File: config.mk
export PLATFORM = sky130hd
export DESIGN_NAME = axi4_lite_beat_master_flat
export DESIGN_NICKNAME = d
export VERILOG_FILES = /design/src/rtl/axi4_lite_beat_master_if.sv /design/src/rtl/axi4_lite_beat_master.sv /design/src/flat_wrapper.sv
export SDC_FILE = /design/constraint.sdc
export NUM_CORES = 1
export LEC_CHECK = 0
export ABC_AREA = 1
export BUFFER_PORTS_ARGS = -buffer_cell sky130_fd_sc_hd__buf_2
export CORE_AREA = 4 4 152 154
export CTS_CLUSTER_SIZE = 40
export DETAILED_ROUTE_END_ITERATION = 6
export DIE_AREA = 0 0 156 158
export SLEW_MARGIN = 20
export SYNTH_ARGS = -nofsm -noshare
export SYNTH_HDL_FRONTEND = slang
export SYNTH_SLANG_ARGS = --single-unit
File: constraint.sdc
create_clock -name clk_i -period 2.62 [get_ports clk_i]
set_input_delay 0.393 -clock clk_i [delete_from_list [all_inputs] [get_ports clk_i]]
set_output_delay 0.393 -clock clk_i [all_outputs]
set_load 0.02 [all_outputs]
File: src/rtl/axi4_lite_beat_master_if.sv
// AXI4 bus bundle (AXI_BUS) with Master and Slave modports.
interface AXI_BUS #(
    parameter int unsigned AXI_ADDR_WIDTH = 32,
    parameter int unsigned AXI_DATA_WIDTH = 32,
    parameter int unsigned AXI_ID_WIDTH   = 8,
    parameter int unsigned AXI_USER_WIDTH = 8
);
    logic [AXI_ID_WIDTH-1:0]     aw_id;
    logic [AXI_ADDR_WIDTH-1:0]   aw_addr;
    logic [7:0]                  aw_len;
    logic [2:0]                  aw_size;
    logic [1:0]                  aw_burst;
    logic                        aw_lock;
    logic [3:0]                  aw_cache;
    logic [2:0]                  aw_prot;
    logic [3:0]                  aw_qos;
    logic [3:0]                  aw_region;
    logic [5:0]                  aw_atop;
    logic [AXI_USER_WIDTH-1:0]   aw_user;
    logic                        aw_valid;
    logic                        aw_ready;

    logic [AXI_DATA_WIDTH-1:0]   w_data;
    logic [AXI_DATA_WIDTH/8-1:0] w_strb;
    logic                        w_last;
    logic [AXI_USER_WIDTH-1:0]   w_user;
    logic                        w_valid;
    logic                        w_ready;

    logic [AXI_ID_WIDTH-1:0]     b_id;
    logic [1:0]                  b_resp;
    logic [AXI_USER_WIDTH-1:0]   b_user;
    logic                        b_valid;
    logic                        b_ready;

    logic [AXI_ID_WIDTH-1:0]     ar_id;
    logic [AXI_ADDR_WIDTH-1:0]   ar_addr;
    logic [7:0]                  ar_len;
    logic [2:0]                  ar_size;
    logic [1:0]                  ar_burst;
    logic                        ar_lock;
    logic [3:0]                  ar_cache;
    logic [2:0]                  ar_prot;
    logic [3:0]                  ar_qos;
    logic [3:0]                  ar_region;
    logic [AXI_USER_WIDTH-1:0]   ar_user;
    logic                        ar_valid;
    logic                        ar_ready;

    logic [AXI_ID_WIDTH-1:0]     r_id;
    logic [AXI_DATA_WIDTH-1:0]   r_data;
    logic [1:0]                  r_resp;
    logic                        r_last;
    logic [AXI_USER_WIDTH-1:0]   r_user;
    logic                        r_valid;
    logic                        r_ready;

    modport Master (
        output aw_id, aw_addr, aw_len, aw_size, aw_burst, aw_lock, aw_cache, aw_prot,
               aw_qos, aw_region, aw_atop, aw_user, aw_valid,
        input  aw_ready,
        output w_data, w_strb, w_last, w_user, w_valid,
        input  w_ready,
        input  b_id, b_resp, b_user, b_valid,
        output b_ready,
        output ar_id, ar_addr, ar_len, ar_size, ar_burst, ar_lock, ar_cache, ar_prot,
               ar_qos, ar_region, ar_user, ar_valid,
        input  ar_ready,
        input  r_id, r_data, r_resp, r_last, r_user, r_valid,
        output r_ready
    );

    modport Slave (
        input  aw_id, aw_addr, aw_len, aw_size, aw_burst, aw_lock, aw_cache, aw_prot,
               aw_qos, aw_region, aw_atop, aw_user, aw_valid,
        output aw_ready,
        input  w_data, w_strb, w_last, w_user, w_valid,
        output w_ready,
        output b_id, b_resp, b_user, b_valid,
        input  b_ready,
        input  ar_id, ar_addr, ar_len, ar_size, ar_burst, ar_lock, ar_cache, ar_prot,
               ar_qos, ar_region, ar_user, ar_valid,
        output ar_ready,
        output r_id, r_data, r_resp, r_last, r_user, r_valid,
        input  r_ready
    );
endinterface

File: src/rtl/axi4_lite_beat_master.sv
// Single-outstanding, single-beat AXI4 initiator behind a cmd/rsp handshake.
// Optional watchdog flag enabled by defining AXI4M_TIMEOUT_EN.
module axi4_lite_beat_master #(
    parameter int unsigned AXI_ADDR_WIDTH = 32,
    parameter int unsigned AXI_DATA_WIDTH = 32,
    parameter int unsigned AXI_ID_WIDTH   = 8,
    parameter int unsigned AXI_USER_WIDTH = 8,
    parameter int unsigned TIMEOUT_CYCLES = 1024
) (
    input  logic                        clk_i,
    input  logic                        reset_i,
    input  logic                        cmd_valid_i,
    output logic                        cmd_ready_o,
    input  logic                        cmd_we_i,
    input  logic [AXI_ADDR_WIDTH-1:0]   cmd_addr_i,
    input  logic [AXI_DATA_WIDTH-1:0]   cmd_wdata_i,
    input  logic [AXI_DATA_WIDTH/8-1:0] cmd_strb_i,
    output logic                        rsp_valid_o,
    input  logic                        rsp_ready_i,
    output logic [AXI_DATA_WIDTH-1:0]   rsp_rdata_o,
    output logic [1:0]                  rsp_resp_o,
    output logic                        rsp_we_o,
    output logic                        timeout_o,
    AXI_BUS.Master                      AXI4_master
);
    localparam logic [2:0] BEAT_SIZE = 3'($clog2(AXI_DATA_WIDTH / 8));

    typedef enum logic [2:0] {IDLE, WR, WR_B, RD_AR, RD_R, RSP} state_e;

    state_e                      state_q, state_d;
    logic [AXI_ADDR_WIDTH-1:0]   addr_q, addr_d;
    logic [AXI_DATA_WIDTH-1:0]   wdata_q, wdata_d;
    logic [AXI_DATA_WIDTH/8-1:0] strb_q, strb_d;
    logic                        we_q, we_d;
    logic                        aw_valid_q, aw_valid_d;
    logic                        w_valid_q, w_valid_d;
    logic                        b_ready_q, b_ready_d;
    logic                        ar_valid_q, ar_valid_d;
    logic                        r_ready_q, r_ready_d;
    logic [AXI_DATA_WIDTH-1:0]   rdata_q, rdata_d;
    logic [1:0]                  resp_q, resp_d;

    logic cmd_fire;
    logic aw_done;
    logic w_done;

    assign cmd_fire = cmd_valid_i && (state_q == IDLE);
    // A channel is done once its valid has dropped or it handshakes this cycle.
    assign aw_done  = !aw_valid_q || AXI4_master.aw_ready;
    assign w_done   = !w_valid_q || AXI4_master.w_ready;

    // NOTE: every variable gets its hold value first so no path infers a latch.
    always_comb begin
        state_d    = state_q;
        addr_d     = addr_q;
        wdata_d    = wdata_q;
        strb_d     = strb_q;
        we_d       = we_q;
        aw_valid_d = aw_valid_q;
        w_valid_d  = w_valid_q;
        b_ready_d  = b_ready_q;
        ar_valid_d = ar_valid_q;
        r_ready_d  = r_ready_q;
        rdata_d    = rdata_q;
        resp_d     = resp_q;
        case (state_q)
            IDLE: begin
                if (cmd_valid_i) begin
                    addr_d  = cmd_addr_i;
                    wdata_d = cmd_wdata_i;
                    strb_d  = cmd_strb_i;
                    we_d    = cmd_we_i;
                    if (cmd_we_i) begin
                        state_d    = WR;
                        aw_valid_d = 1'b1;
                        w_valid_d  = 1'b1;
                    end else begin
                        state_d    = RD_AR;
                        ar_valid_d = 1'b1;
                    end
                end
            end
            WR: begin
                if (aw_valid_q && AXI4_master.aw_ready) aw_valid_d = 1'b0;
                if (w_valid_q && AXI4_master.w_ready)   w_valid_d  = 1'b0;
                if (aw_done && w_done) begin
                    state_d   = WR_B;
                    b_ready_d = 1'b1;
                end
            end
            WR_B: begin
                if (AXI4_master.b_valid) begin
                    state_d   = RSP;
                    b_ready_d = 1'b0;
                    resp_d    = AXI4_master.b_resp;
                    rdata_d   = '0;
                end
            end
            RD_AR: begin
                if (AXI4_master.ar_ready) begin
                    state_d    = RD_R;
                    ar_valid_d = 1'b0;
                    r_ready_d  = 1'b1;
                end
            end
            RD_R: begin
                if (AXI4_master.r_valid) begin
                    state_d   = RSP;
                    r_ready_d = 1'b0;
                    resp_d    = AXI4_master.r_resp;
                    rdata_d   = AXI4_master.r_data;
                end
            end
            RSP: begin
                if (rsp_ready_i) state_d = IDLE;
            end
            default: state_d = IDLE;
        endcase
    end

    // NOTE: sequential state uses non-blocking assignments so all flops update together.
    always_ff @(posedge clk_i or negedge reset_i) begin
        if (!reset_i) begin
            state_q    <= IDLE;
            addr_q     <= '0;
            wdata_q    <= '0;
            strb_q     <= '0;
            we_q       <= 1'b0;
            aw_valid_q <= 1'b0;
            w_valid_q  <= 1'b0;
            b_ready_q  <= 1'b0;
            ar_valid_q <= 1'b0;
            r_ready_q  <= 1'b0;
            rdata_q    <= '0;
            resp_q     <= 2'b00;
        end else begin
            state_q    <= state_d;
            addr_q     <= addr_d;
            wdata_q    <= wdata_d;
            strb_q     <= strb_d;
            we_q       <= we_d;
            aw_valid_q <= aw_valid_d;
            w_valid_q  <= w_valid_d;
            b_ready_q  <= b_ready_d;
            ar_valid_q <= ar_valid_d;
            r_ready_q  <= r_ready_d;
            rdata_q    <= rdata_d;
            resp_q     <= resp_d;
        end
    end

`ifdef AXI4M_TIMEOUT_EN
    logic [31:0] wd_cnt_q;
    logic        timeout_q;
    logic        busy;

    assign busy = (state_q == WR) || (state_q == WR_B) || (state_q == RD_AR) || (state_q == RD_R);

    // The flag rises on the same edge the counter reaches the limit.
    always_ff @(posedge clk_i or negedge reset_i) begin
        if (!reset_i) begin
            wd_cnt_q  <= '0;
            timeout_q <= 1'b0;
        end else begin
            if (cmd_fire) begin
                wd_cnt_q <= '0;
            end else if (busy && (wd_cnt_q != '1)) begin
                wd_cnt_q <= wd_cnt_q + 32'd1;
            end
            if (busy && (wd_cnt_q >= 32'(TIMEOUT_CYCLES - 1))) timeout_q <= 1'b1;
        end
    end

    assign timeout_o = timeout_q;
`else
    assign timeout_o = 1'b0;
`endif

    assign cmd_ready_o = (state_q == IDLE);
    assign rsp_valid_o = (state_q == RSP);
    assign rsp_rdata_o = rdata_q;
    assign rsp_resp_o  = resp_q;
    assign rsp_we_o    = we_q;

    assign AXI4_master.aw_id     = '0;
    assign AXI4_master.aw_addr   = addr_q;
    assign AXI4_master.aw_len    = 8'd0;
    assign AXI4_master.aw_size   = BEAT_SIZE;
    assign AXI4_master.aw_burst  = 2'b01;
    assign AXI4_master.aw_lock   = 1'b0;
    assign AXI4_master.aw_cache  = 4'd0;
    assign AXI4_master.aw_prot   = 3'd0;
    assign AXI4_master.aw_qos    = 4'd0;
    assign AXI4_master.aw_region = 4'd0;
    assign AXI4_master.aw_atop   = 6'd0;
    assign AXI4_master.aw_user   = '0;
    assign AXI4_master.aw_valid  = aw_valid_q;

    assign AXI4_master.w_data    = wdata_q;
    assign AXI4_master.w_strb    = strb_q;
    assign AXI4_master.w_last    = 1'b1;
    assign AXI4_master.w_user    = '0;
    assign AXI4_master.w_valid   = w_valid_q;

    assign AXI4_master.b_ready   = b_ready_q;

    assign AXI4_master.ar_id     = '0;
    assign AXI4_master.ar_addr   = addr_q;
    assign AXI4_master.ar_len    = 8'd0;
    assign AXI4_master.ar_size   = BEAT_SIZE;
    assign AXI4_master.ar_burst  = 2'b01;
    assign AXI4_master.ar_lock   = 1'b0;
    assign AXI4_master.ar_cache  = 4'd0;
    assign AXI4_master.ar_prot   = 3'd0;
    assign AXI4_master.ar_qos    = 4'd0;
    assign AXI4_master.ar_region = 4'd0;
    assign AXI4_master.ar_user   = '0;
    assign AXI4_master.ar_valid  = ar_valid_q;

    assign AXI4_master.r_ready   = r_ready_q;
endmodule

File: src/flat_wrapper.sv
// flat-port wrapper written by rule: the top's interface ports become plain ports
module axi4_lite_beat_master_flat 
#(
    parameter int unsigned AXI_ADDR_WIDTH = 32,
    parameter int unsigned AXI_DATA_WIDTH = 32,
    parameter int unsigned AXI_ID_WIDTH   = 8,
    parameter int unsigned AXI_USER_WIDTH = 8,
    parameter int unsigned TIMEOUT_CYCLES = 1024
)
  (clk_i, reset_i, cmd_valid_i, cmd_ready_o, cmd_we_i, cmd_addr_i, cmd_wdata_i, cmd_strb_i, rsp_valid_o, rsp_ready_i, rsp_rdata_o, rsp_resp_o, rsp_we_o, timeout_o, AXI4_master_aw_id, AXI4_master_aw_addr, AXI4_master_aw_len, AXI4_master_aw_size, AXI4_master_aw_burst, AXI4_master_aw_lock, AXI4_master_aw_cache, AXI4_master_aw_prot, AXI4_master_aw_qos, AXI4_master_aw_region, AXI4_master_aw_atop, AXI4_master_aw_user, AXI4_master_aw_valid, AXI4_master_aw_ready, AXI4_master_w_data, AXI4_master_w_strb, AXI4_master_w_last, AXI4_master_w_user, AXI4_master_w_valid, AXI4_master_w_ready, AXI4_master_b_id, AXI4_master_b_resp, AXI4_master_b_user, AXI4_master_b_valid, AXI4_master_b_ready, AXI4_master_ar_id, AXI4_master_ar_addr, AXI4_master_ar_len, AXI4_master_ar_size, AXI4_master_ar_burst, AXI4_master_ar_lock, AXI4_master_ar_cache, AXI4_master_ar_prot, AXI4_master_ar_qos, AXI4_master_ar_region, AXI4_master_ar_user, AXI4_master_ar_valid, AXI4_master_ar_ready, AXI4_master_r_id, AXI4_master_r_data, AXI4_master_r_resp, AXI4_master_r_last, AXI4_master_r_user, AXI4_master_r_valid, AXI4_master_r_ready);
  AXI_BUS #(.AXI_ADDR_WIDTH(AXI_ADDR_WIDTH), .AXI_DATA_WIDTH(AXI_DATA_WIDTH), .AXI_ID_WIDTH(AXI_ID_WIDTH), .AXI_USER_WIDTH(AXI_USER_WIDTH)) AXI4_master_i ();
  input  logic clk_i;
  input  logic reset_i;
  input  logic cmd_valid_i;
  output logic cmd_ready_o;
  input  logic cmd_we_i;
  input  logic [AXI_ADDR_WIDTH-1:0] cmd_addr_i;
  input  logic [AXI_DATA_WIDTH-1:0] cmd_wdata_i;
  input  logic [AXI_DATA_WIDTH/8-1:0] cmd_strb_i;
  output logic rsp_valid_o;
  input  logic rsp_ready_i;
  output logic [AXI_DATA_WIDTH-1:0] rsp_rdata_o;
  output logic [1:0] rsp_resp_o;
  output logic rsp_we_o;
  output logic timeout_o;
  output wire logic [$bits(AXI4_master_i.aw_id)-1:0] AXI4_master_aw_id;
  output wire logic [$bits(AXI4_master_i.aw_addr)-1:0] AXI4_master_aw_addr;
  output wire logic [$bits(AXI4_master_i.aw_len)-1:0] AXI4_master_aw_len;
  output wire logic [$bits(AXI4_master_i.aw_size)-1:0] AXI4_master_aw_size;
  output wire logic [$bits(AXI4_master_i.aw_burst)-1:0] AXI4_master_aw_burst;
  output wire logic [$bits(AXI4_master_i.aw_lock)-1:0] AXI4_master_aw_lock;
  output wire logic [$bits(AXI4_master_i.aw_cache)-1:0] AXI4_master_aw_cache;
  output wire logic [$bits(AXI4_master_i.aw_prot)-1:0] AXI4_master_aw_prot;
  output wire logic [$bits(AXI4_master_i.aw_qos)-1:0] AXI4_master_aw_qos;
  output wire logic [$bits(AXI4_master_i.aw_region)-1:0] AXI4_master_aw_region;
  output wire logic [$bits(AXI4_master_i.aw_atop)-1:0] AXI4_master_aw_atop;
  output wire logic [$bits(AXI4_master_i.aw_user)-1:0] AXI4_master_aw_user;
  output wire logic [$bits(AXI4_master_i.aw_valid)-1:0] AXI4_master_aw_valid;
  input wire logic [$bits(AXI4_master_i.aw_ready)-1:0] AXI4_master_aw_ready;
  output wire logic [$bits(AXI4_master_i.w_data)-1:0] AXI4_master_w_data;
  output wire logic [$bits(AXI4_master_i.w_strb)-1:0] AXI4_master_w_strb;
  output wire logic [$bits(AXI4_master_i.w_last)-1:0] AXI4_master_w_last;
  output wire logic [$bits(AXI4_master_i.w_user)-1:0] AXI4_master_w_user;
  output wire logic [$bits(AXI4_master_i.w_valid)-1:0] AXI4_master_w_valid;
  input wire logic [$bits(AXI4_master_i.w_ready)-1:0] AXI4_master_w_ready;
  input wire logic [$bits(AXI4_master_i.b_id)-1:0] AXI4_master_b_id;
  input wire logic [$bits(AXI4_master_i.b_resp)-1:0] AXI4_master_b_resp;
  input wire logic [$bits(AXI4_master_i.b_user)-1:0] AXI4_master_b_user;
  input wire logic [$bits(AXI4_master_i.b_valid)-1:0] AXI4_master_b_valid;
  output wire logic [$bits(AXI4_master_i.b_ready)-1:0] AXI4_master_b_ready;
  output wire logic [$bits(AXI4_master_i.ar_id)-1:0] AXI4_master_ar_id;
  output wire logic [$bits(AXI4_master_i.ar_addr)-1:0] AXI4_master_ar_addr;
  output wire logic [$bits(AXI4_master_i.ar_len)-1:0] AXI4_master_ar_len;
  output wire logic [$bits(AXI4_master_i.ar_size)-1:0] AXI4_master_ar_size;
  output wire logic [$bits(AXI4_master_i.ar_burst)-1:0] AXI4_master_ar_burst;
  output wire logic [$bits(AXI4_master_i.ar_lock)-1:0] AXI4_master_ar_lock;
  output wire logic [$bits(AXI4_master_i.ar_cache)-1:0] AXI4_master_ar_cache;
  output wire logic [$bits(AXI4_master_i.ar_prot)-1:0] AXI4_master_ar_prot;
  output wire logic [$bits(AXI4_master_i.ar_qos)-1:0] AXI4_master_ar_qos;
  output wire logic [$bits(AXI4_master_i.ar_region)-1:0] AXI4_master_ar_region;
  output wire logic [$bits(AXI4_master_i.ar_user)-1:0] AXI4_master_ar_user;
  output wire logic [$bits(AXI4_master_i.ar_valid)-1:0] AXI4_master_ar_valid;
  input wire logic [$bits(AXI4_master_i.ar_ready)-1:0] AXI4_master_ar_ready;
  input wire logic [$bits(AXI4_master_i.r_id)-1:0] AXI4_master_r_id;
  input wire logic [$bits(AXI4_master_i.r_data)-1:0] AXI4_master_r_data;
  input wire logic [$bits(AXI4_master_i.r_resp)-1:0] AXI4_master_r_resp;
  input wire logic [$bits(AXI4_master_i.r_last)-1:0] AXI4_master_r_last;
  input wire logic [$bits(AXI4_master_i.r_user)-1:0] AXI4_master_r_user;
  input wire logic [$bits(AXI4_master_i.r_valid)-1:0] AXI4_master_r_valid;
  output wire logic [$bits(AXI4_master_i.r_ready)-1:0] AXI4_master_r_ready;
  assign AXI4_master_aw_id = AXI4_master_i.aw_id;
  assign AXI4_master_aw_addr = AXI4_master_i.aw_addr;
  assign AXI4_master_aw_len = AXI4_master_i.aw_len;
  assign AXI4_master_aw_size = AXI4_master_i.aw_size;
  assign AXI4_master_aw_burst = AXI4_master_i.aw_burst;
  assign AXI4_master_aw_lock = AXI4_master_i.aw_lock;
  assign AXI4_master_aw_cache = AXI4_master_i.aw_cache;
  assign AXI4_master_aw_prot = AXI4_master_i.aw_prot;
  assign AXI4_master_aw_qos = AXI4_master_i.aw_qos;
  assign AXI4_master_aw_region = AXI4_master_i.aw_region;
  assign AXI4_master_aw_atop = AXI4_master_i.aw_atop;
  assign AXI4_master_aw_user = AXI4_master_i.aw_user;
  assign AXI4_master_aw_valid = AXI4_master_i.aw_valid;
  assign AXI4_master_i.aw_ready = AXI4_master_aw_ready;
  assign AXI4_master_w_data = AXI4_master_i.w_data;
  assign AXI4_master_w_strb = AXI4_master_i.w_strb;
  assign AXI4_master_w_last = AXI4_master_i.w_last;
  assign AXI4_master_w_user = AXI4_master_i.w_user;
  assign AXI4_master_w_valid = AXI4_master_i.w_valid;
  assign AXI4_master_i.w_ready = AXI4_master_w_ready;
  assign AXI4_master_i.b_id = AXI4_master_b_id;
  assign AXI4_master_i.b_resp = AXI4_master_b_resp;
  assign AXI4_master_i.b_user = AXI4_master_b_user;
  assign AXI4_master_i.b_valid = AXI4_master_b_valid;
  assign AXI4_master_b_ready = AXI4_master_i.b_ready;
  assign AXI4_master_ar_id = AXI4_master_i.ar_id;
  assign AXI4_master_ar_addr = AXI4_master_i.ar_addr;
  assign AXI4_master_ar_len = AXI4_master_i.ar_len;
  assign AXI4_master_ar_size = AXI4_master_i.ar_size;
  assign AXI4_master_ar_burst = AXI4_master_i.ar_burst;
  assign AXI4_master_ar_lock = AXI4_master_i.ar_lock;
  assign AXI4_master_ar_cache = AXI4_master_i.ar_cache;
  assign AXI4_master_ar_prot = AXI4_master_i.ar_prot;
  assign AXI4_master_ar_qos = AXI4_master_i.ar_qos;
  assign AXI4_master_ar_region = AXI4_master_i.ar_region;
  assign AXI4_master_ar_user = AXI4_master_i.ar_user;
  assign AXI4_master_ar_valid = AXI4_master_i.ar_valid;
  assign AXI4_master_i.ar_ready = AXI4_master_ar_ready;
  assign AXI4_master_i.r_id = AXI4_master_r_id;
  assign AXI4_master_i.r_data = AXI4_master_r_data;
  assign AXI4_master_i.r_resp = AXI4_master_r_resp;
  assign AXI4_master_i.r_last = AXI4_master_r_last;
  assign AXI4_master_i.r_user = AXI4_master_r_user;
  assign AXI4_master_i.r_valid = AXI4_master_r_valid;
  assign AXI4_master_r_ready = AXI4_master_i.r_ready;
  axi4_lite_beat_master #(.AXI_ADDR_WIDTH(AXI_ADDR_WIDTH), .AXI_DATA_WIDTH(AXI_DATA_WIDTH), .AXI_ID_WIDTH(AXI_ID_WIDTH), .AXI_USER_WIDTH(AXI_USER_WIDTH), .TIMEOUT_CYCLES(TIMEOUT_CYCLES)) u_core (.clk_i(clk_i), .reset_i(reset_i), .cmd_valid_i(cmd_valid_i), .cmd_ready_o(cmd_ready_o), .cmd_we_i(cmd_we_i), .cmd_addr_i(cmd_addr_i), .cmd_wdata_i(cmd_wdata_i), .cmd_strb_i(cmd_strb_i), .rsp_valid_o(rsp_valid_o), .rsp_ready_i(rsp_ready_i), .rsp_rdata_o(rsp_rdata_o), .rsp_resp_o(rsp_resp_o), .rsp_we_o(rsp_we_o), .timeout_o(timeout_o), .AXI4_master(AXI4_master_i));
endmodule
==> impl_metrics.toml, run 1 <==
[power]
vdd_drop_max_mv = 0.480
leakagePower_nw = 4.17
combinationalPowerShare_pct = 48.0
clkPwrFrac_pct = 16.9
switching_power_w = 0.00400
p_sw_share_pct = 47.2
pwr-share-seq_pct = 35.1
p_int_w = 0.00446
p_per_area_mw_per_mm2 = 1250
report.power.total_w = 0.00846

[clock_tree]
cts_tree = "yes"
cts_buffers = 9
cts_root_buf = "clkbuf_16"
clkLatencyLatePin_ps = 350
clkTransAtPathRegs_ps = 80
cts.repair.resized = 0
clock-sinks = 111
cts.path.max_buffers = 2
htree_levels = 3

[global_routing]
grt_max_degree = 71
overflow = 0
grt_pass1_vias = 4297
antenna_found_initial = 0
grt_usage_pct = 11.6
grt_pass1_wl_um = 22700

[detailed_routing]
firstDrtPassIters = 4
drt_iter0_drc = 300
num_vias = 4577
drc = 0
post_drt_wl_per_cell_um = 13.1
via_per_inst = 3.95
drt_wl_total_um = 15200
drtAntennaViolNets = 0

[floorplanning]
die_w_um = 156
coreArea_mm2 = 0.0217
dieArea_mm2 = 0.0246
dieHeight_um = 158
rows = 54
start_util_pct = 25.7
io_pins = 395

[setup_path]
crit_family = "buffers and inverters"
crit_path_max_incr_delay_ps = 680
crit_required_ps = 2870
cp_slowest_cell = "clkinv_2"
cp_data_arrival_time_ps = 2490
critPathMaxFanout = 60
worstSetupStartpointType = "flip-flop"
cp-end-kind = "flip-flop"
worstPathCellList = "nor2_4, nand2_2, nor2_4, clkinv_2, buf_4, nand2_1, nand2_1"
crit_buf_inv = 2
crit_type = "reg2reg"

[timing]
setup_viol = 0
max_freq_mhz = 446
slew_violations = 0
hold_viol = 0
tightest_slew_ps = 918
period_minus_slack_ps = 2240
period_share_pct = 85.5
clock_skew_ps = 10.1
rsz0062_at_grt = "no"
slew_headroom_pct = 38.8
fin_ws_ps = 380
tns_ps = 0

[logic_synthesis]
syn-cell-area_mm2 = 0.00557
ys_top_cells_by_area = "dfrtp_1, buf_4, nand2_1"
yosysTopAreaCell = "dfrtp_1"
ys_ff_latch = 111
synth_cell_types = 21
seq_area_frac_synth_pct = 49.9
syn_area_per_cell_um2 = 8.41
postSynthCellCount = 662
synth_top_area_share_pct = 49.9
yosysWarnings = 0

[placed_design]
place_congestion = 0.799
dp_hpwl_um = 11300
portBuffers = 255
dp_slack_ps = 559

[cells_and_area]
area_growth_pct = 21.8
final_nets = 1022
antenna_cells = 0
drive_gt1_share_pct = 33.0

[outcome]
status = "complete, no violations"

[worst_hold_path]
hp-class = "in2reg"

[job]
drv_cap = 0
## cell type report
class / count / area [µm²]
flip-flops and latches: 111 / 2780
fillers: 2348 / 14900
well taps: 280 / 350
clock buffers: 10 / 229
inverters: 16 / 61.3
clock inverters: 6 / 76.3
multi-input cells: 474 / 1930
repair buffers: 263 / 1350
## power groups by stage
stage	combinational [W]	clock, W	sequential, W
global route	0.00447	0.00157	0.00308
detailed placement	0.00414	0	0.00299
floorplan	0.00217	0	0.00386
CTS	0.00413	0.00151	0.00297
finish	0.00406	0.00143	0.00297
global placement	0.00409	0	0.00299
## tightest hold or removal path: stages
cell and delay (ps):
buf_2 70, nand2_1 40, nand2_1 50
## registers in the layout, indices dropped and copies added (netlist names), 2 cells and up
| register | count |
|---|---|
| u_core.rsp_rdata_o | 32 |
| u_core.rsp_resp_o | 2 |
| u_core.AXI4_master.w_data | 32 |
| u_core.AXI4_master.ar_addr | 32 |
| u_core.state_q | 3 |
| u_core.AXI4_master.w_strb | 4 |
## synth_stat cells
cell type,count
o211ai_1,2
inv_2,3
buf_2,21
buf_1,3
inv_1,13
nand2_4,1
o21ai_0,3
and2_1,1
or2_2,3
buf_6,3
conb_1,2
buf_4,138
nor2_1,6
a21oi_1,1
nand2_1,270
nor2_4,2
nand4_1,1
dfrtp_1,111
nand2_2,4
nand3_1,73
o21a_1,1
## through the flow
| step | std cells | utilization (%) | hold slack [ps] | cell area, µm² |
|---|---|---|---|---|
| detailed placement | 1143 | 29.8 | 397 | 6460 |
| global route | 1160 | 31.3 | 219 | 6780 |
| global placement | 1143 | 29.8 | 396 | 6460 |
| finish | 1160 | 31.3 | 233 | 6780 |
| CTS | 1160 | 31.3 | 210 | 6780 |
| floorplan | 766 | - | 97.4 | 5960 |
## cell usage in the layout, fill, tap and decap left out, drive strengths merged
master	n
nand3	73
and2	1
conb	106
clkinv	3
o211ai	2
nand2	275
o21ai	3
dfrtp	111
buf	262
nand4	1
bufinv	1
or2	3
o21a	1
clkbuf	10
inv	18
a21oi	1
dlygate4sd3	1
nor2	8
## cell families after synthesis
family	count (synthesis)	synth area share, %
AO/OA/AOI/OAI	7	0.764
buffers and inverters	181	22.4
flip-flops	111	49.9
other	2	0.135
AND/OR/NAND/NOR	361	26.8
## routing by layer
metal,up-vias,track usage (%),wire length (µm)
li1,2229,-,-
met1,2111,14.4,6130
met2,215,19.9,7550
met3,22,1.86,1150
met4,0,5.00,344
met5,-,0,0
## path summary, 6_finish.rpt
kind / from / end / slack (ps) / depth (start not counted)
max in group asynchronous: reset_i / u_core.AXI4_master.b_ready / 1320 / 3
worst max register to register: u_core.state_q[0] / u_core.AXI4_master.w_data[21] / 380 / 7
worst min register to register: u_core.AXI4_master.w_data[19] / u_core.AXI4_master.w_data[19] / 470 / 2
worst max-delay path: u_core.state_q[0] / u_core.AXI4_master.w_data[21] / 380 / 7
min in group asynchronous: reset_i / u_core.AXI4_master.ar_addr[25] / 570 / 2
worst min-delay path: cmd_addr_i[14] / u_core.AXI4_master.ar_addr[14] / 230 / 3
## timing repair
item / in CTS / in global routing
hold buffers: 1 / 0
hold endpoints to repair: 2 / 0
setup buffers: 0 / 0
No activity file was read; power rests on OpenSTA's default activity.
==> inputs of run 2 (changes only) <==
--- a/config.mk
+++ b/config.mk
@@ -11,6 +11,7 @@
 export CTS_CLUSTER_SIZE = 40
 export DETAILED_ROUTE_END_ITERATION = 6
 export DIE_AREA = 0 0 156 158
+export RECOVER_POWER = 100
 export SLEW_MARGIN = 20
 export SYNTH_ARGS = -nofsm -noshare
 export SYNTH_HDL_FRONTEND = slang
==> impl_metrics.toml, run 2 (synthesis results as in run 1) <==
[global_routing]
grt_max_degree = 71
grt_usage_pct = 11.6
overflow = 0
grt_pass1_wl_um = 22700
grt_pass1_vias = 4297
antenna_found_initial = 0

[placed_design]
dp_hpwl_um = 11300
dp_slack_ps = 559
portBuffers = 255
place_area_mm2 = 0.00646
place_congestion = 0.799

[power]
p_per_area_mw_per_mm2 = 1250
leakagePower_nw = 3.67
switching_power_w = 0.00402
p_sw_share_pct = 49.0
p_int_w = 0.00418
clkPwrFrac_pct = 17.5
combinationalPowerShare_pct = 46.0
vdd_drop_max_mv = 0.505
pwr-share-seq_pct = 36.5

[cells_and_area]
mostFrequentLayoutCell = "nand2_1"
ff_latch_area_mm2 = 0.00278
final_cell_mix = "nand2_1, clkbuf_1, buf_2"
design_area_mm2 = 0.00658
fill_cells = 2425
final_nets = 1022
antenna_cells = 0
multi_input_area_mm2 = 0.00192
drive_gt1_share_pct = 16.3
area_growth_pct = 18.2
final_util_pct = 30.3

[timing]
slew_headroom_pct = 26.0
period_share_pct = 82.5
tns_ps = 0
hold_viol = 0
rsz0062_at_grt = "no"
max_freq_mhz = 463
clock_skew_ps = 10.7
setup_viol = 0
slew_violations = 0
tightest_slew_ps = 1110
fin_ws_ps = 458
period_minus_slack_ps = 2160

[detailed_routing]
drt_iter0_drc = 256
drt_wl_total_um = 15200
num_vias = 4544
drc = 0
post_drt_wl_per_cell_um = 13.1
via_per_inst = 3.92
drtAntennaViolNets = 0
firstDrtPassIters = 4

[floorplanning]
dieHeight_um = 158
die_w_um = 156
dieArea_mm2 = 0.0246
io_pins = 395
rows = 54
coreArea_mm2 = 0.0217
start_util_pct = 25.7

[job]
drv_cap = 0

[worst_hold_path]
hold_start = "cmd_wdata_i[10]"
whs_endpoint = "u_core.AXI4_master.w_data[10]"
hp-class = "in2reg"
whs_path_depth = 3

[clock_tree]
clkTransAtPathRegs_ps = 80
cts_root_buf = "clkbuf_16"
htree_levels = 3
holdBufCountCts = 1
cts_tree = "yes"
clock-sinks = 111
cts_setup_buffers = 0
cts.path.max_buffers = 2
cts_buffers = 9
cts.repair.resized = 0
clkLatencyLatePin_ps = 360

[setup_path]
worstSetupStartpointType = "flip-flop"
ff2ff_setup_slack_ps = 460
startpoint = "u_core.state_q[2]"
critPathMaxFanout = 60
cp_data_arrival_time_ps = 2450
cp-end-kind = "flip-flop"
crit_required_ps = 2910
crit_type = "reg2reg"
r2r-start = "u_core.state_q[2]"
r2r.worst_path.cells = 7
r2r_end = "u_core.AXI4_master.w_strb[0]"

[outcome]
status = "complete, no violations"
==> run 2: metal layers <==
metal	wire [µm]	global-route usage [%]	up-vias
met4	314	5.00	0
met1	6190	14.4	2112
li1	-	-	2231
met5	0	0	-
met2	7560	19.9	185
met3	1130	1.86	16
==> run 2: metrics by stage <==
stage / instances / hold slack [ps] / power (W)
finish: 1160 / 231 / 0.00820
CTS: 1160 / 210 / 0.00862
detailed placement: 1143 / 397 / 0.00712
global placement: 1143 / 396 / 0.00708
floorplan: 766 / 97.4 / 0.00603
global route: 1160 / 219 / 0.00885
==> run 2: layout make-up <==
cell class | instances | share of cell area [%]
clock buffers | 10 | 3.48
clock inverters | 6 | 1.16
inverters | 16 | 0.913
multi-input cells | 474 | 29.2
flip-flops and latches | 111 | 42.2
well taps | 280 | 5.32
repair buffers | 263 | 17.7
==> run 2: how the worst max path moves through the flow <==
| stage | end |
|---|---|
| detailed placement | u_core.AXI4_master.w_data[21] |
| global route | u_core.AXI4_master.w_valid |
| CTS | u_core.AXI4_master.w_data[21] |
| global placement | u_core.AXI4_master.w_strb[2] |
| finish | u_core.AXI4_master.w_strb[0] |
| floorplan | u_core.AXI4_master.aw_valid |
==> run 2: power groups by stage <==
stage          Sequential, W  Clock, W  Combinational [W]
6_report             0.00299   0.00143            0.00378
5_1_grt              0.00310   0.00157            0.00417
4_1_cts              0.00297   0.00151            0.00413
3_5_place_dp         0.00299         0            0.00414
3_3_place_gp         0.00299         0            0.00409
2_1_floorplan        0.00386         0            0.00217
==> run 2: worst max-delay path: stages (launching register included) <==
cell and delay, ps:
dfrtp_1 470, inv_1 130, nand2_1 140, nor2_1 80
inv_2 770, clkbuf_2 380, nand2_1 70, nand2_1 60
==> inputs of run 3 (changes only) <==
--- a/config.mk
+++ b/config.mk
@@ -5,12 +5,12 @@
 export SDC_FILE = /design/constraint.sdc
 export NUM_CORES = 1
 export LEC_CHECK = 0
-export ABC_AREA = 1
+export ABC_AREA = 0
 export BUFFER_PORTS_ARGS = -buffer_cell sky130_fd_sc_hd__buf_2
-export CORE_AREA = 4 4 152 154
+export CORE_AREA = 4 4 151 153
 export CTS_CLUSTER_SIZE = 40
 export DETAILED_ROUTE_END_ITERATION = 6
-export DIE_AREA = 0 0 156 158
+export DIE_AREA = 0 0 155 157
 export RECOVER_POWER = 100
 export SLEW_MARGIN = 20
 export SYNTH_ARGS = -nofsm -noshare
==> constraint.sdc (replaced) <==
create_clock -name clk_i -period 2.25 [get_ports clk_i]
set_input_delay 0.3375 -clock clk_i [delete_from_list [all_inputs] [get_ports clk_i]]
set_output_delay 0.3375 -clock clk_i [all_outputs]
set_load 0.02 [all_outputs]
==> impl_metrics.toml, run 3 <==
[logic_synthesis]
synth_commonest_cells = "buf_4, dfrtp_1, nand2_1, mux2_4, o21ai_0"
synth_top_area_share_pct = 47.6
yosysMostFrequentCell = "buf_4"
seq_area_frac_synth_pct = 47.6
syn_area_per_cell_um2 = 12.0
async_reset_ff_share_pct = 100
yosysWarnings = 0
postSynthCellCount = 487
synth-edff-count = 0
synth_flop_cell = "dfrtp_1"
ys_ff_latch = 111
ys_top_cells_by_area = "dfrtp_1, buf_4, mux2_4"
synth_cell_types = 32
syn-cell-area_mm2 = 0.00583
yosysTopAreaCell = "dfrtp_1"

[cells_and_area]
stdcell_count = 996
final_nets = 858
final_util_pct = 30.6
area_growth_pct = 13.1
mostFrequentLayoutCell = "clkbuf_1"
drive_gt1_share_pct = 21.9
antenna_cells = 0
final_cell_mix = "clkbuf_1, buf_2, dfrtp_1"

[setup_path]
crit_buf_inv = 1
crit_family = "simple AND/OR/NAND/NOR gates"
worstPathCellList = "nor3_1, and2_4, clkbuf_2, mux2_1"
critPathMaxFanout = 15
crit_type = "reg2reg"
crit_path_max_incr_delay_ps = 530
startpoint = "u_core.state_q[2]"
r2r-start = "u_core.state_q[2]"
cp_slowest_cell = "dfrtp_1"
crit_required_ps = 2490
cp_data_arrival_time_ps = 2180
cp-end-kind = "flip-flop"
worstSetupStartpointType = "flip-flop"

[floorplanning]
coreArea_mm2 = 0.0216
dieArea_mm2 = 0.0243
dieHeight_um = 157
io_pins = 395
start_util_pct = 27.1
rows = 54
die_w_um = 155

[global_routing]
overflow = 0
antenna_found_initial = 2
busiest_layer = "met2"
use_met3_pct = 4.12
grt_use_met2_pct = 18.5
grt_use_met1_pct = 12.1
grt_max_degree = 47
grt_pass1_vias = 3624
grt_usage_pct = 10.5
grt_pass1_wl_um = 20100

[timing]
clock_skew_ps = 7.03
tightest_slew_ps = 1070
rsz0062_at_grt = "no"
tns_ps = 0
slew_headroom_pct = 28.8
period_share_pct = 86.3
max_freq_mhz = 515
period_minus_slack_ps = 1940
setup_viol = 0
hold_viol = 0
slew_violations = 0

[detailed_routing]
drtAntennaViolNets = 0
via_per_inst = 3.81
post_drt_wl_per_cell_um = 13.7
firstDrtPassIters = 4
drt_iter0_drc = 131
drt_wl_total_um = 13700
num_vias = 3798
drc = 0

[worst_hold_path]
hold_start = "cmd_wdata_i[13]"
hp-class = "in2reg"

[outcome]
status = "complete, no violations"

[placed_design]
dp_hpwl_um = 10500
place_congestion = 0.705
portBuffers = 255
dp.cells = 979

[power]
vdd_drop_max_mv = 0.431
leakagePower_nw = 3.09
p_per_area_mw_per_mm2 = 1480

[clock_tree]
clkTransAtPathRegs_ps = 80
clock-sinks = 111
cts_buffers = 9
cts_tree = "yes"
cts_setup_buffers = 0
clkLatencyLatePin_ps = 350
cts_root_buf = "clkbuf_16"
htree_levels = 3
cts.path.max_buffers = 2

[job]
drv_cap = 0
## run 3: cell types whose count changed after synthesis, sizes merged, moves of 4 or more
cell    before  now
clkbuf       0    4
nor2         8    3
nand3       73    0
buf        165  156
mux2         0   69
a21oi        1    6
inv         16    2
mux2i        0    5
nand2      275   72
o21ai        3   36
## run 3: cell families after synthesis
group | count (synthesis) | share of synthesized area, %
buf+inv | 162 | 22.1
compound gates | 50 | 4.96
other cells | 2 | 0.129
mux | 74 | 18.5
flops | 111 | 47.6
simple gates | 88 | 6.65
## run 3: per-stage QoR
stage	power [W]	area [µm²]	setup WS [ps]	hold slack (ps)
after detailed placement	0.00925	6720	422	380
after CTS	0.0109	7020	412	186
after global routing	0.0105	6590	169	174
final	0.00977	6590	309	196
after global placement	0.00920	6720	430	374
after floorplan	0.00805	6220	542	41.9
## run 3: where the power goes
part | leakage (nW) | total, W | internal (W) | switching, W
clock network | 0.142 | 0.00160 | 0.000784 | 0.000813
registers | 1.38 | 0.00355 | 0.00295 | 0.000595
logic | 1.57 | 0.00462 | 0.00146 | 0.00316
total | 3.09 | 0.00977 | 0.00520 | 0.00457
## run 3: final timing paths
path	end	slack [ps]	depth (start not counted)
setup / recovery	u_core.AXI4_master.ar_addr[31]	310	4
min in group asynchronous	u_core.AXI4_master.ar_addr[1]	700	2
hold / removal	u_core.AXI4_master.w_data[13]	200	2
max in group asynchronous	u_core.rsp_rdata_o[12]	600	3
hold reg to reg	u_core.rsp_rdata_o[8]	480	2
setup reg to reg	u_core.AXI4_master.ar_addr[31]	310	4
## run 3: metal layers
layer | wire [µm] | share of wire, %
met1 | 5010 | 37
met2 | 6940 | 51
met3 | 1600 | 12
met4 | 96 | 0.70
met5 | 21 | 0.15
## run 3: final cells by class
class | instances | area, µm²
fill | 2373 | 15000
clock buffer | 10 | 229
clock inverter | 6 | 62.6
sequential | 111 | 2780
inverter | 2 | 7.51
multi-input combinational | 318 | 1920
timing repair buffer | 269 | 1240
tap | 280 | 350
## run 3: repair_timing
item | 4_1_cts | 5_1_grt
endpoints found under the hold margin | 35 | 0
hold buffers | 1 | 0
resized for setup | 0 | 0
